File: config.mk
export PLATFORM = sky130hd
export DESIGN_NAME = uart_tx_streamer
export DESIGN_NICKNAME = d
export VERILOG_FILES = /design/src/rtl/uart_tx_streamer.sv
export SDC_FILE = /design/constraint.sdc
export NUM_CORES = 1
export LEC_CHECK = 0
export ABC_AREA = 1
export BUFFER_PORTS_ARGS = -buffer_cell sky130_fd_sc_hd__buf_2
export CORE_MARGIN = 1
export CORE_UTILIZATION = 30
export CTS_CLUSTER_SIZE = 12
export DETAILED_ROUTE_END_ITERATION = 10
export PLACE_DENSITY = 0.41
export SYNTH_ARGS = -nofsm -noshare
export SYNTH_HDL_FRONTEND = slang
export SYNTH_SLANG_ARGS = --single-unit
File: constraint.sdc
create_clock -name clk -period 2.7 [get_ports clk]
set_input_delay 0.54 -clock clk [delete_from_list [all_inputs] [get_ports clk]]
set_output_delay 0.54 -clock clk [all_outputs]
set_load 0.02 [all_outputs]
File: src/rtl/uart_tx_streamer.sv
// Byte FIFO feeding a UART transmitter (8N1 by default).
// Define UART_TX_PARITY_EN to insert an even-parity bit between data and stop (8E1).
module uart_tx_streamer #(
  parameter int unsigned CLK_HZ   = 100_000_000,
  parameter int unsigned BAUD     = 9600,
  parameter int unsigned DEPTH    = 16,
  parameter int unsigned AF_LEVEL = DEPTH - 2
) (
  input  logic                   clk,
  input  logic                   rst,
  input  logic                   wr_en,
  input  logic [7:0]             wr_data,
  input  logic                   ovf_clr,
  output logic                   full,
  output logic                   almost_full,
  output logic                   empty,
  output logic [$clog2(DEPTH):0] count,
  output logic                   overflow,
  output logic                   tx,
  output logic                   tx_busy
);

  localparam int unsigned DIV = CLK_HZ / BAUD;
  localparam int unsigned AW  = $clog2(DEPTH);
  localparam int unsigned CW  = $clog2(DIV);

`ifdef UART_TX_PARITY_EN
  typedef enum logic [2:0] {S_IDLE, S_START, S_DATA, S_PARITY, S_STOP} state_t;
`else
  typedef enum logic [1:0] {S_IDLE, S_START, S_DATA, S_STOP} state_t;
`endif

  state_t        state;
  logic [7:0]    mem [DEPTH];
  logic [AW-1:0] wr_ptr;
  logic [AW-1:0] rd_ptr;
  logic [AW:0]   count_nxt_c;
  logic          push_c;
  logic          pop_c;
  logic [CW-1:0] baud_cnt;
  logic [2:0]    bit_idx;
  logic [7:0]    shift;
  logic          baud_end_c;
  logic          line_c;
`ifdef UART_TX_PARITY_EN
  logic          parity;
`endif

  // A full FIFO refuses the write even if the FSM pops on the same edge.
  assign push_c     = wr_en & ~full;
  assign pop_c      = (state == S_IDLE) & ~empty;
  assign baud_end_c = (baud_cnt == CW'(DIV - 1));

  always_comb begin
    count_nxt_c = count;
    if (push_c && !pop_c) begin
      count_nxt_c = count + (AW+1)'(1);
    end else if (pop_c && !push_c) begin
      count_nxt_c = count - (AW+1)'(1);
    end
  end

  // Storage array carries no reset.
  always_ff @(posedge clk) begin
    if (push_c) begin
      mem[wr_ptr] <= wr_data;
    end
  end

  // Pointers, occupancy flags and sticky overflow, all updated with the push/pop edge.
  always_ff @(posedge clk or negedge rst) begin
    if (!rst) begin
      wr_ptr      <= '0;
      rd_ptr      <= '0;
      count       <= '0;
      empty       <= 1'b1;
      full        <= 1'b0;
      almost_full <= (AF_LEVEL == 0);
      overflow    <= 1'b0;
    end else begin
      if (push_c) begin
        wr_ptr <= wr_ptr + AW'(1);
      end
      if (pop_c) begin
        rd_ptr <= rd_ptr + AW'(1);
      end
      count       <= count_nxt_c;
      empty       <= (count_nxt_c == '0);
      full        <= (count_nxt_c == (AW+1)'(DEPTH));
      almost_full <= (count_nxt_c >= (AW+1)'(AF_LEVEL));
      if (wr_en && full) begin
        overflow <= 1'b1;
      end else if (ovf_clr) begin
        overflow <= 1'b0;
      end
    end
  end

  // Serial level implied by the current state; registered into tx one cycle later.
  always_comb begin
    line_c = 1'b1;
    case (state)
      S_START:  line_c = 1'b0;
      S_DATA:   line_c = shift[0];
`ifdef UART_TX_PARITY_EN
      S_PARITY: line_c = parity;
`endif
      default:  line_c = 1'b1;
    endcase
  end

  // Frame sequencer; the baud counter restarts at zero on every state change.
  always_ff @(posedge clk or negedge rst) begin
    if (!rst) begin
      state    <= S_IDLE;
      baud_cnt <= '0;
      bit_idx  <= '0;
      shift    <= '0;
      tx       <= 1'b1;
      tx_busy  <= 1'b0;
`ifdef UART_TX_PARITY_EN
      parity   <= 1'b0;
`endif
    end else begin
      tx       <= line_c;
      tx_busy  <= (state != S_IDLE);
      baud_cnt <= baud_end_c ? '0 : baud_cnt + CW'(1);
      case (state)
        S_IDLE: begin
          baud_cnt <= '0;
          if (pop_c) begin
            shift <= mem[rd_ptr];
`ifdef UART_TX_PARITY_EN
            parity <= ^mem[rd_ptr];
`endif
            state <= S_START;
          end
        end
        S_START: begin
          if (baud_end_c) begin
            state <= S_DATA;
          end
        end
        S_DATA: begin
          if (baud_end_c) begin
            shift   <= {1'b0, shift[7:1]};
            bit_idx <= bit_idx + 3'd1;
            if (bit_idx == 3'd7) begin
`ifdef UART_TX_PARITY_EN
              state <= S_PARITY;
`else
              state <= S_STOP;
`endif
            end
          end
        end
`ifdef UART_TX_PARITY_EN
        S_PARITY: begin
          if (baud_end_c) begin
            state <= S_STOP;
          end
        end
`endif
        S_STOP: begin
          if (baud_end_c) begin
            state <= S_IDLE;
          end
        end
        default: state <= S_IDLE;
      endcase
    end
  end

endmodule

Word level (Yosys, flattened, before mapping)
Memories as Yosys holds them, arrays and structs flattened.
Index checks and enable logic that the tools add are counted.
{ "op_classes": {"eq_ne": 11, "mux": 18, "order_cmp": 1, "reduce_logical": 13, "bitwise": 4, "add_sub_neg": 6, "div_mod_pow": 0, "shifts": 0, "n_mul": 0} }
{ "op_table": {"columns": ["op", "n"], "rows": [
  ["14-bit two-way mux", 2],
  ["8-bit two-way mux", 2],
  ["8-bit one-hot mux with 2 select lines", 1],
  ["14-bit by 1-bit adder with 14-bit output (second input constant)", 1],
  ["14-bit == test (second input constant)", 1],
  ["2-bit two-way mux", 5],
  ["5-bit two-way mux", 2],
  ["2-bit inequality test (second input constant)", 5],
  ["4-bit by 1-bit adder with 4-bit output (second input constant)", 2],
  ["2-bit one-hot mux with 4 select lines", 1],
  ["2-bit nonzero test", 3],
  ["5-bit by 1-bit adder with 5-bit output (second input constant)", 1],
  ["5-bit == test (second input constant)", 1],
  ["5-bit by 4-bit >= comparator with 1-bit output (second input constant)", 1],
  ["5-bit zero test", 1],
  ["5-bit AND reduction", 1],
  ["5-bit by 1-bit subtractor with 5-bit output (second input constant)", 1],
  ["2-bit == test (second input constant)", 2],
  ["1-bit two-way mux", 4],
  ["3-bit by 1-bit adder with 3-bit output (second input constant)", 1],
  ["3-bit == test (second input constant)", 1],
  ["1-bit logical AND", 3],
  ["3-bit AND reduction", 1],
  ["1-bit AND", 2],
  ["6 further kinds", 8]
]} }
{ "word_totals": {"n_memories": 1, "register_bits": 46, "latch_bits": 0, "rom_bits": 0, "elab_cells": 67, "ram_bits": 128, "out_inout_bits": 11} }
{ "memory_table": {"columns": ["memory", "words", "width", "read_ports", "rd_clocked_by_memory_dff", "write_ports", "line", "rtl"], "rows": [
  ["mem", 16, 8, 1, 0, 1, "34", "logic [7:0] mem [DEPTH];"]
]} }

Depth between registers and ports, before layout
Gate-level depths: netlist of the first run.
{ "depth": {"word_depth": 7, "mapped_depth": 12, "mapped_depth_nobuf": 12} }

Worst setup path before layout of the first run
OpenSTA, ideal clock, no wires.
{ "synth_timing": {"path_type": "input port to flip-flop", "from": "input port wr_en", "to": "memory mem[11][0] (enable)", "stages": 4, "t_arrival_ps": 1370, "setup_time_ps": 370, "slack_ps": 960, "t_required_ps": 2330, "cell_sequence": "inv_1 -> nor2_2 -> nand2_1 -> nor2_1"} }
{ "synth_between": {"elab_chain_cells": 3} }
{ "synth_rtl": {"columns": ["element", "line", "rtl"], "rows": [
  ["from (decl)", "11", "input logic wr_en,"],
  ["1-bit AND", "50", "assign push_c = wr_en & ~full;"],
  ["1-bit two-way mux", "65", "if (push_c) begin"],
  ["1-bit two-way mux (not written as such)", "66", "mem[wr_ptr] <= wr_data;"],
  ["to (decl)", "34", null]
]} }
Every way passes these cells.

Worst setup path after layout of the first run
{ "layout_timing": {"from": "register rd_ptr[0]", "to": "register shift[2]"} }
{ "layout_between": {"elab_chain_cells": 3} }
{ "layout_rtl": {"columns": ["element", "line", "rtl"], "rows": [
  ["from (decl)", "36", "logic [AW-1:0] rd_ptr;"],
  ["from (signal assigned)", "85", "rd_ptr <= rd_ptr + AW'(1);"],
  ["memory read 16 x 8 bit", null, null],
  ["8-bit two-way mux", "131", "if (pop_c) begin"],
  ["8-bit one-hot mux with 2 select lines", "128", "case (state)"],
  ["to (signal assigned)", "132", "shift <= mem[rd_ptr];"],
  ["to (signal assigned)", "146", "shift <= {1'b0, shift[7:1]};"],
  ["to (decl)", "42", "logic [7:0] shift;"]
]} }
Every way passes these cells. The select of a mux whose other input is x is not followed.
A chain may end at the register's enable or synchronous reset.

==> metrics.yaml, run 1 <==
status: "completed"
power_frac_seq_pct: 38.3
yosys_warnings: 0
clock_skew_ns: 0.0125
core-area_um2: 25900
critPathArrivalTime_ns: 2.24
synth_seq_cells: 174
synthTopCellsByArea: "edfxtp_1, dfrtp_1, nand2_1"
cp_slowest_cell: "dfrtp_2"
grt_pass1_wl_um: 30600
numCtsBuffers: 17
cts_resized: 0
drtIter0Drc: 386
num_rows: 59
ff2ff_setup_slack_ns: 0.77
die_area_um2: 27000
timing.rr.start: "rd_ptr[0]"
crit_path_end_kind: "flop"
cts_setup_buffers: 0
synth-main-ff-cell: "edfxtp_1"
finalSetupViolCount: 0
pwr_density_cell_nw_per_um2: 1040
reg2reg_depth: 9
power_switching_mw: 3.85
synth_top_area_cell: "edfxtp_1"
vias_per_cell: 4.42
drc: 0
ys_seq_area_share_pct: 63.2
dpl.cell_count: 1162
synth_top_family_by_area: "simple AND/OR/NAND/NOR gates"
grt_max_degree: 34
die_width_um: 164
syn_area_um2: 7900
ys_top_cells_by_count: "nand2_1, edfxtp_1, nand3_1, inv_1, nor2_1"
cp-start-kind: "flop"
cap_violations: 0
grt.overflow.total: 0
worst_pin_slew_ns: 0.684
nets: 873
max_clock_freq_mhz: 519
avgSynthCellArea_um2: 9.80
setup_tns_ns: 0
slew_violations: 0
path_cells: "inv_2 > buf_4 > nand2_1 > nand3_1 > nand3_1 > nand3_1 > nand3_1 > nand2_1 > nand2_1"
place_congestion: 0.786
p_comb_share_pct: 35.5
clockPowerShare_pct: 26.2
insertion_delay_ns: 0.43
synth_xor_area_share_pct: 1.66
tritoncts: "done"
ios: 23
synth_edf_count: 128
busiest_layer: "met2"
period_share_pct: 71.3
use_met1_pct: 20.4
antenna_found_initial: 0
place_hpwl_um: 13000
syn-instance-count: 806
cp.required_ns: 3.02
yosys.area_share.simple_pct: 24.5
cts.clk_slew.worst_paths_ns: 0.08
ant_nets: 0
r2r-end: "shift[2]"
async_flop_share_pct: 26.4
rsz0062_at_grt: "no"
cts_hold_buf: 0
drt_wl_total_um: 19600
start_util_pct: 30.5
numPortBuffers: 22
grt.total_usage_pct: 15.4
num_vias: 5279
ys_types: 34
cp_top_family: "simple AND/OR/NAND/NOR gates"
slew-limit-headroom_pct: 54.1
instances_no_fill: 1195
grtUsageMet3_pct: 2.35
cts.path.max_buffers: 2
yosysMostFrequentCell: "nand2_1"
cpPeakStageDelay_ns: 0.57
drive_gt1_share_pct: 12.5
cts_htree_levels: 4
hold_class: "input pin to asynchronous set/reset pin"
dr.pass1.iters: 4
p_leak_nw: 3.92
syn_to_final_growth_pct: 15.0
vdd_drop_max_v: 0.000459
internal_power_mw: 5.59
post_drt_wl_per_cell_um: 16.4
cp-startpoint: "rd_ptr[0]"
critPathBufInv: 2
crit_path_frequent_cell: "nand3_1"
path_max_fanout: 33
p_sw_share_pct: 40.8
synth_fa_ha_area_share_pct: 2.38
synth_mux_area_share_pct: 0
die_y_um: 164
synth_top_area_share_pct: 48.6
holdWs_ns: 0.0380
cts.sinks: 174
synth_compound_area_share_pct: 1.79
cts_root_buffer: "clkbuf_16"
grtUsageMet2_pct: 26.2
critical_path_class: "flop to flop"
synth_nets: 833
hold_violations: 0
grt_pass1_vias: 5259
period_minus_slack_ns: 1.93
[worst max path at each step]
| stage | slack [ns] | to | cells after the start |
|---|---|---|---|
| 3_5_place_dp | 0.64 | mem[11][2] | 6 |
| 5_1_grt | 0.53 | full | 11 |
| 3_3_place_gp | 0.64 | mem[11][1] | 6 |
| 6_report | 0.77 | shift[2] | 9 |
| 2_1_floorplan | 0.96 | mem[11][0] | 4 |
| 4_1_cts | 0.75 | shift[2] | 9 |
[worst reg2reg max path: stages (launching register included)]
cell and delay (ns):
dfrtp_2 0.57, inv_2 0.11, buf_4 0.35, nand2_1 0.12, nand3_1 0.09, nand3_1 0.15
nand3_1 0.19, nand3_1 0.12, nand2_1 0.08, nand2_1 0.04
[layout by cell type (no fill, tap or decap)]
| cell type | n |
|---|---|
| a21oi_1 | 4 |
| and3_1 | 1 |
| buf_2 | 22 |
| buf_4 | 27 |
| clkbuf_16 | 17 |
| clkinv_1 | 2 |
| clkinv_2 | 1 |
| clkinv_4 | 1 |
| clkinv_8 | 2 |
| dfrtp_1 | 43 |
| dfrtp_2 | 1 |
| dfstp_2 | 2 |
| diode_2 | 1 |
| edfxtp_1 | 128 |
| ha_1 | 15 |
| inv_1 | 93 |
| inv_2 | 4 |
| inv_6 | 3 |
| inv_8 | 8 |
| nand2_1 | 245 |
| nand2_2 | 5 |
| nand2_4 | 1 |
| nand3_1 | 97 |
| nand3_4 | 2 |
| nand3b_1 | 1 |
| nand4_1 | 7 |
| nor2_1 | 69 |
| nor2_2 | 7 |
| nor2_4 | 3 |
| nor3_1 | 7 |
| nor3b_1 | 2 |
| o211ai_1 | 1 |
| o21ai_0 | 18 |
| o21ai_1 | 2 |
| o22ai_1 | 1 |
| o31ai_1 | 1 |
| or2_2 | 1 |
| xnor2_1 | 3 |
| xor2_1 | 12 |
[power groups by stage]
stage,clock [mW],sequential [mW],combinational [mW]
after floorplan,0,3.64,2.30
after global placement,0,3.68,3.43
after detailed placement,0,3.68,3.41
after CTS,2.53,3.62,3.43
after global routing,2.64,3.67,3.81
final,2.47,3.61,3.35
[final cells by class]
type | count | area, um2
fillers | 2623 | 16800
diodes | 1 | 2.50
repair buffers | 49 | 313
inverters | 99 | 372
clock inverters | 15 | 163
well taps | 335 | 419
multi-input cells | 505 | 2390
clock buffers | 17 | 425
flip-flops and latches | 174 | 5000
[layer usage]
| metal | share of wire, % | wire length, um |
|---|---|---|
| met3 | 2.6 | 518 |
| met4 | 1.4 | 273 |
| met2 | 49 | 9680 |
| met1 | 47 | 9130 |
| met5 | 0 | 0 |
[cells by family after synthesis]
group           Yosys count
compound gates           27
flops                   174
fa+ha+maj                15
buf+inv                 127
xor+xnor                 15
simple gates            448
[stage by stage]
stage	utilization, %	power, mW	instance area [um2]	setup slack, ns
after floorplan	-	5.94	7900	0.960
after global placement	32.8	7.11	8500	0.642
after detailed placement	32.8	7.09	8500	0.637
after CTS	35.1	9.58	9080	0.751
after global routing	35.1	10.1	9080	0.533
final	35.1	9.44	9090	0.774
[registers in the layout, summed over array words and instances (netlist names), 2 cells and up]
signal	flops
bit_idx	3
rd_ptr	4
state	2
mem	128
shift	8
baud_cnt	14
wr_ptr	4
count	5
No activity file was read; power rests on OpenSTA's default activity.
==> inputs of run 2 (changes only) <==
==> constraint.sdc (replaced) <==
create_clock -name clk -period 1.8 [get_ports clk]
set_input_delay 0.36 -clock clk [delete_from_list [all_inputs] [get_ports clk]]
set_output_delay 0.36 -clock clk [all_outputs]
set_load 0.02 [all_outputs]
==> metrics.yaml, run 2 (synthesis results as in run 1) <==
status: "completed"
ios: 23  # unchanged
cp-startpoint: "empty"
setup_tns_ns: 0  # unchanged
instances_no_fill: 1206  # +0.92%
p_sw_share_pct: 40.1  # -0.63 points
max_clock_freq_mhz: 611
grt_max_degree: 40  # +18%
grt.total_usage_pct: 15.4  # about the same
pwr_density_cell_nw_per_um2: 1560  # +50%
insertion_delay_ns: 0.44  # about the same
path_cells: "buf_2"
drc: 0  # unchanged
die_y_um: 164  # unchanged
vias_per_cell: 4.40  # -0.29%
ff2ff_setup_slack_ns: 0.19  # -0.58 ns
dpl.cell_count: 1170  # +0.69%
fill_cells: 2618  # -0.19%
cts.sinks: 174  # unchanged
start_util_pct: 30.5  # unchanged
hold_path.startpoint: "ovf_clr"
num_rows: 59  # unchanged
internal_power_mw: 8.64  # +55%
die_area_um2: 27000  # unchanged
vdd_drop_max_v: 0.000739  # +61%
grt.overflow.total: 0  # unchanged
cp_slowest_cell: "dfstp_2"
drtIter0Drc: 427  # +11%
cp.required_ns: 1.44  # -1.58 ns
drive_gt1_share_pct: 13.6  # +1.1 points
worst_pin_slew_ns: 0.440  # -0.244 ns
crit_path_end_kind: "primary output"
syn_to_final_growth_pct: 17.2
slew-limit-headroom_pct: 70.7  # +17 points
cts_root_buffer: "clkbuf_16"
final_common_cell: "nand2_1"
critPathBufInv: 1  # -1
cp_top_family: "flip-flops"
cap_violations: 0  # unchanged
regMostFlops: "mem"
hold_class: "input pin to flop"
clockPowerShare_pct: 25.6  # -0.6 points
grt_pass1_vias: 5199  # -1.1%
period_minus_slack_ns: 1.64
antenna_found_initial: 0  # unchanged
post_drt_wl_per_cell_um: 15.9  # -2.9%
place_congestion: 0.808  # +2.8%
p_leak_nw: 3.99  # +1.9%
p_comb_share_pct: 37.0  # +1.5 points
layout_common_cells: "nand2_1, edfxtp_1, nand3_1"
power_switching_mw: 5.79  # +51%
tritoncts: "done"
cts_htree_levels: 4  # unchanged
nets: 884  # +1.3%
die_width_um: 164  # unchanged
cpPeakStageDelay_ns: 0.63  # +0.06 ns
numCtsBuffers: 17  # unchanged
drt_wl_total_um: 19200  # -2.0%
cts.path.max_buffers: 2  # unchanged
period_share_pct: 90.9
numPortBuffers: 22  # unchanged
cp-start-kind: "flop"
path_max_fanout: 5  # -85%
clock_skew_ns: 0.0143  # +0.00177 ns
num_vias: 5312  # +0.63%
core-area_um2: 25900  # unchanged
critPathArrivalTime_ns: 1.28  # -0.96 ns
cts.clk_slew.worst_paths_ns: 0.08  # about the same
timing.rr.start: "state[1]"
largest_registers: "mem: 128 flops, baud_cnt: 14 flops, shift: 8 flops"
dr.pass1.iters: 5  # +1
slew_violations: 0  # unchanged
power_frac_seq_pct: 37.3  # -1.0 points
ant_nets: 0  # unchanged
grt_pass1_wl_um: 30300  # -1.0%
hold_violations: 0  # unchanged
finalPower_mw: 14.4  # +53%
finalSetupViolCount: 0  # unchanged
critical_path_class: "flop to primary output"
largest_register_ffs: 128  # unchanged
place_hpwl_um: 12500  # -4.1%
## run 2: final timing paths
kind,endpoint,depth (start not counted)
setup / recovery,empty,1
hold / removal,overflow,2
setup reg to reg,full,11
hold reg to reg,shift[6],2
max in group asynchronous,tx,3
min in group asynchronous,baud_cnt[5],2
## run 2: power by group through the flow
stage / clock, mW / sequential [mW] / combinational (mW)
final: 3.70 / 5.39 / 5.34
after global routing: 3.96 / 5.46 / 6.10
after CTS: 3.80 / 5.39 / 5.41
after detailed placement: 0 / 5.48 / 5.40
after global placement: 0 / 5.48 / 5.43
after floorplan: 0 / 5.46 / 3.46
## run 2: stage by stage
stage	hold WS [ns]	worst slack (ns)	util (%)	instance area [um2]
floorplan	0.0644	0.116	-	7900
finish	0.109	0.163	35.7	9260
detailed placement	0.268	0.113	33.3	8620
global route	0.0950	-0.0164	35.7	9260
global placement	0.271	0.138	33.3	8620
CTS	0.0926	0.0919	35.6	9230
## run 2: area by class of cell
type                            count  area, um2  share of cell area (%)
Multi-Input combinational cell    505       2410                    26.0
Timing Repair Buffer               60        460                    4.97
Sequential cell                   174       5000                    54.0
Clock inverter                     15        174                    1.88
Inverter                           99        372                    4.01
Tap cell                          335        419                    4.53
Antenna cell                        1       2.50                  0.0270
Clock buffer                       17        425                    4.60
## run 2: repair_timing
action                                 in CTS  in global routing
gates resized for setup                     0                  4
endpoints found under the hold margin      10                  0
setup buffers                               0                  2
hold buffers                                1                  0
setup endpoints to repair                   0                  4
## run 2: per-layer routing
layer / track usage [%] / vias to the layer above / share of wire (%)
met1: 21.2 / 2528 / 50
li1: - / 2713 / -
met3: 3.26 / 18 / 2.3
met5: 0 / - / 0
met4: 4.34 / 0 / 1.3
met2: 24.5 / 53 / 47
==> inputs of run 3 (changes only) <==
==> constraint.sdc (replaced) <==
create_clock -name clk -period 1.51 [get_ports clk]
set_input_delay 0.302 -clock clk [delete_from_list [all_inputs] [get_ports clk]]
set_output_delay 0.302 -clock clk [all_outputs]
set_load 0.02 [all_outputs]
==> metrics.yaml, run 3 (synthesis results as in run 1) <==
vias_per_cell: 4.42  # +0.26%
status: "complete, but fails checks"
clock_skew_ns: 0.0316  # +0.0173 ns
cp_top_family: "simple AND/OR/NAND/NOR gates"
path_cells: "inv_2 > ha_4 > inv_4 > nor2_4 > nand2_4 > nand2_2 > xor2_1 > nor2_1 > nand3_2 > nor2_2"
slew_violations: 0  # unchanged
cts_root_buffer: "clkbuf_16"
pwr_density_cell_nw_per_um2: 1900  # +22%
power_frac_seq_pct: 32.7  # -4.6 points
vdd_drop_max_v: 0.000749  # +1.3%
cp_slowest_cell: "dfrtp_1"
finalPower_mw: 19.5  # +35%
die_width_um: 164  # unchanged
place_ws_ns: -0.113  # -0.226 ns
dr.pass1.iters: 4  # -1
path_max_fanout: 4  # -1
p_comb_share_pct: 44.8  # +7.8 points
drc: 0  # unchanged
numCtsBuffers: 17  # unchanged
grt_pass1_wl_um: 30600  # +0.93%
critPathArrivalTime_ns: 1.87  # +0.59 ns
syn_to_final_growth_pct: 30.2
period_share_pct: 103
hold_class: "input pin to flop"
layout_common_cells: "nand2_1, edfxtp_1, inv_1"
place_hpwl_um: 13500  # +8.2%
cts_htree_levels: 4  # unchanged
cts.sinks: 174  # unchanged
regMostFlops: "mem"
hold_violations: 0  # unchanged
num_vias: 5560  # +4.7%
failed_checks: "negative setup slack"
num_antenna_cells: 0  # -1
ant_nets: 0  # unchanged
die_y_um: 164  # unchanged
core-area_um2: 25900  # unchanged
cap_violations: 0  # unchanged
p_leak_nw: 4.44  # +11%
ios: 23  # unchanged
slew-limit-headroom_pct: 69.5  # -1.2 points
internal_power_mw: 11.8  # +36%
clockPowerShare_pct: 22.5  # -3.1 points
max_clock_freq_mhz: 645
drt_wl_total_um: 20500  # +6.8%
grt.total_usage_pct: 15.5  # +0.049 points
drive_gt1_share_pct: 27.1  # +13 points
cts.clk_slew.worst_paths_ns: 0.08  # about the same
largest_register_ffs: 128  # unchanged
fill_cells: 2545  # -2.8%
worst_slack_ns: -0.0395  # -0.203 ns
final_common_cell: "nand2_1"
critical_path_class: "flop to flop"
numPortBuffers: 22  # unchanged
antenna_found_initial: 0  # unchanged
p_sw_share_pct: 39.8  # -0.38 points
insertion_delay_ns: 0.45  # about the same
place_congestion: 0.771  # -4.5%
rsz0062_at_grt: "yes"
cts.path.max_buffers: 2  # unchanged
crit_path_end_kind: "flop"
power_switching_mw: 7.77  # +34%
grt.overflow.total: 0  # unchanged
largest_registers: "mem: 128 flops, baud_cnt: 14 flops, shift: 8 flops"
finalSetupViolCount: 5  # +5
cpPeakStageDelay_ns: 0.40  # -0.23 ns
worst_pin_slew_ns: 0.457  # +0.0176 ns
tritoncts: "done"
grt_max_degree: 37  # -7.5%
period_minus_slack_ns: 1.55
critPathBufInv: 2  # +1
post_drt_wl_per_cell_um: 16.3  # +2.3%
drtIter0Drc: 323  # -24%
nets: 938  # +6.1%
num_rows: 59  # unchanged
start_util_pct: 30.5  # unchanged
cp-start-kind: "flop"
cp.required_ns: 1.83  # +0.39 ns
grt_pass1_vias: 5299  # +1.9%
die_area_um2: 27000  # unchanged
run 3: cell types whose count changed in the layout (fill, tap and decap cells not counted), moves of 6 or more:
cell       previous run  this run
nand3_1              97        62
nand3_2               0        35
buf_4                32        61
nor2_1               69        49
nand2_1             245       234
nor2_2                7        18
buf_12                5        14
buf_6                 0         9
nand2_2               5        14
nor2_4                3        12
o21ai_0              17         9
clkbuf_16            17        23
run 3: final cells by class:
type | count | area, um2 | area share [%]
flip-flops and latches | 174 | 5000 | 48.6
multi-input cells | 505 | 2760 | 26.8
repair buffers | 114 | 1130 | 11.0
clock buffers | 18 | 429 | 4.17
well taps | 335 | 419 | 4.07
inverters | 99 | 382 | 3.71
clock inverters | 14 | 161 | 1.57
run 3: final timing paths:
check / startpoint / endpoint / slack (ns) / cells past startpoint
max: state[0] / full / -0.04 / 10
min reg2reg: shift[4] / shift[4] / 0.49 / 2
max reg2reg: state[0] / full / -0.04 / 10
max in group asynchronous: rst / baud_cnt[4] / 0.61 / 3
min in group asynchronous: rst / baud_cnt[11] / 0.35 / 2
min: ovf_clr / overflow / 0.08 / 2
run 3: metrics by stage:
step           cell area, um2  std cells  TNS, ns  util [%]  hold WS (ns)
2_1_floorplan            7960        806    -6.09         -       0.00641
3_3_place_gp             8970       1201    -8.11      34.6         0.282
3_5_place_dp             8970       1201    -6.53      34.6         0.283
4_1_cts                  9740       1240    -3.36      37.6        0.0506
5_1_grt                 10300       1259    -1.13      39.7        0.0617
6_report                10300       1259   -0.109      39.7        0.0814
run 3: power groups by stage:
stage	combinational, mW	clock [mW]	sequential (mW)
after floorplan	4.23	0	6.51
after global placement	7.25	0	6.46
after detailed placement	7.19	0	6.46
after CTS	7.60	4.54	6.37
after global routing	9.72	4.70	6.46
final	8.76	4.40	6.39
run 3: per-layer routing:
metal  up-vias  wire length, um  GRT usage (%)
met5         -                0              0
met4         0              155           3.70
met3         6              459           3.03
met2        58            10200           25.7
met1      2671             9670           20.7
li1       2825                -              -
run 3: timing repair:
action,in CTS,in global routing
hold endpoints to repair,14,0
pin swaps,11,21
buffers inserted,6,13
hold buffers,1,0
cloned,0,6
setup endpoints to repair,141,147
resized for setup,29,76
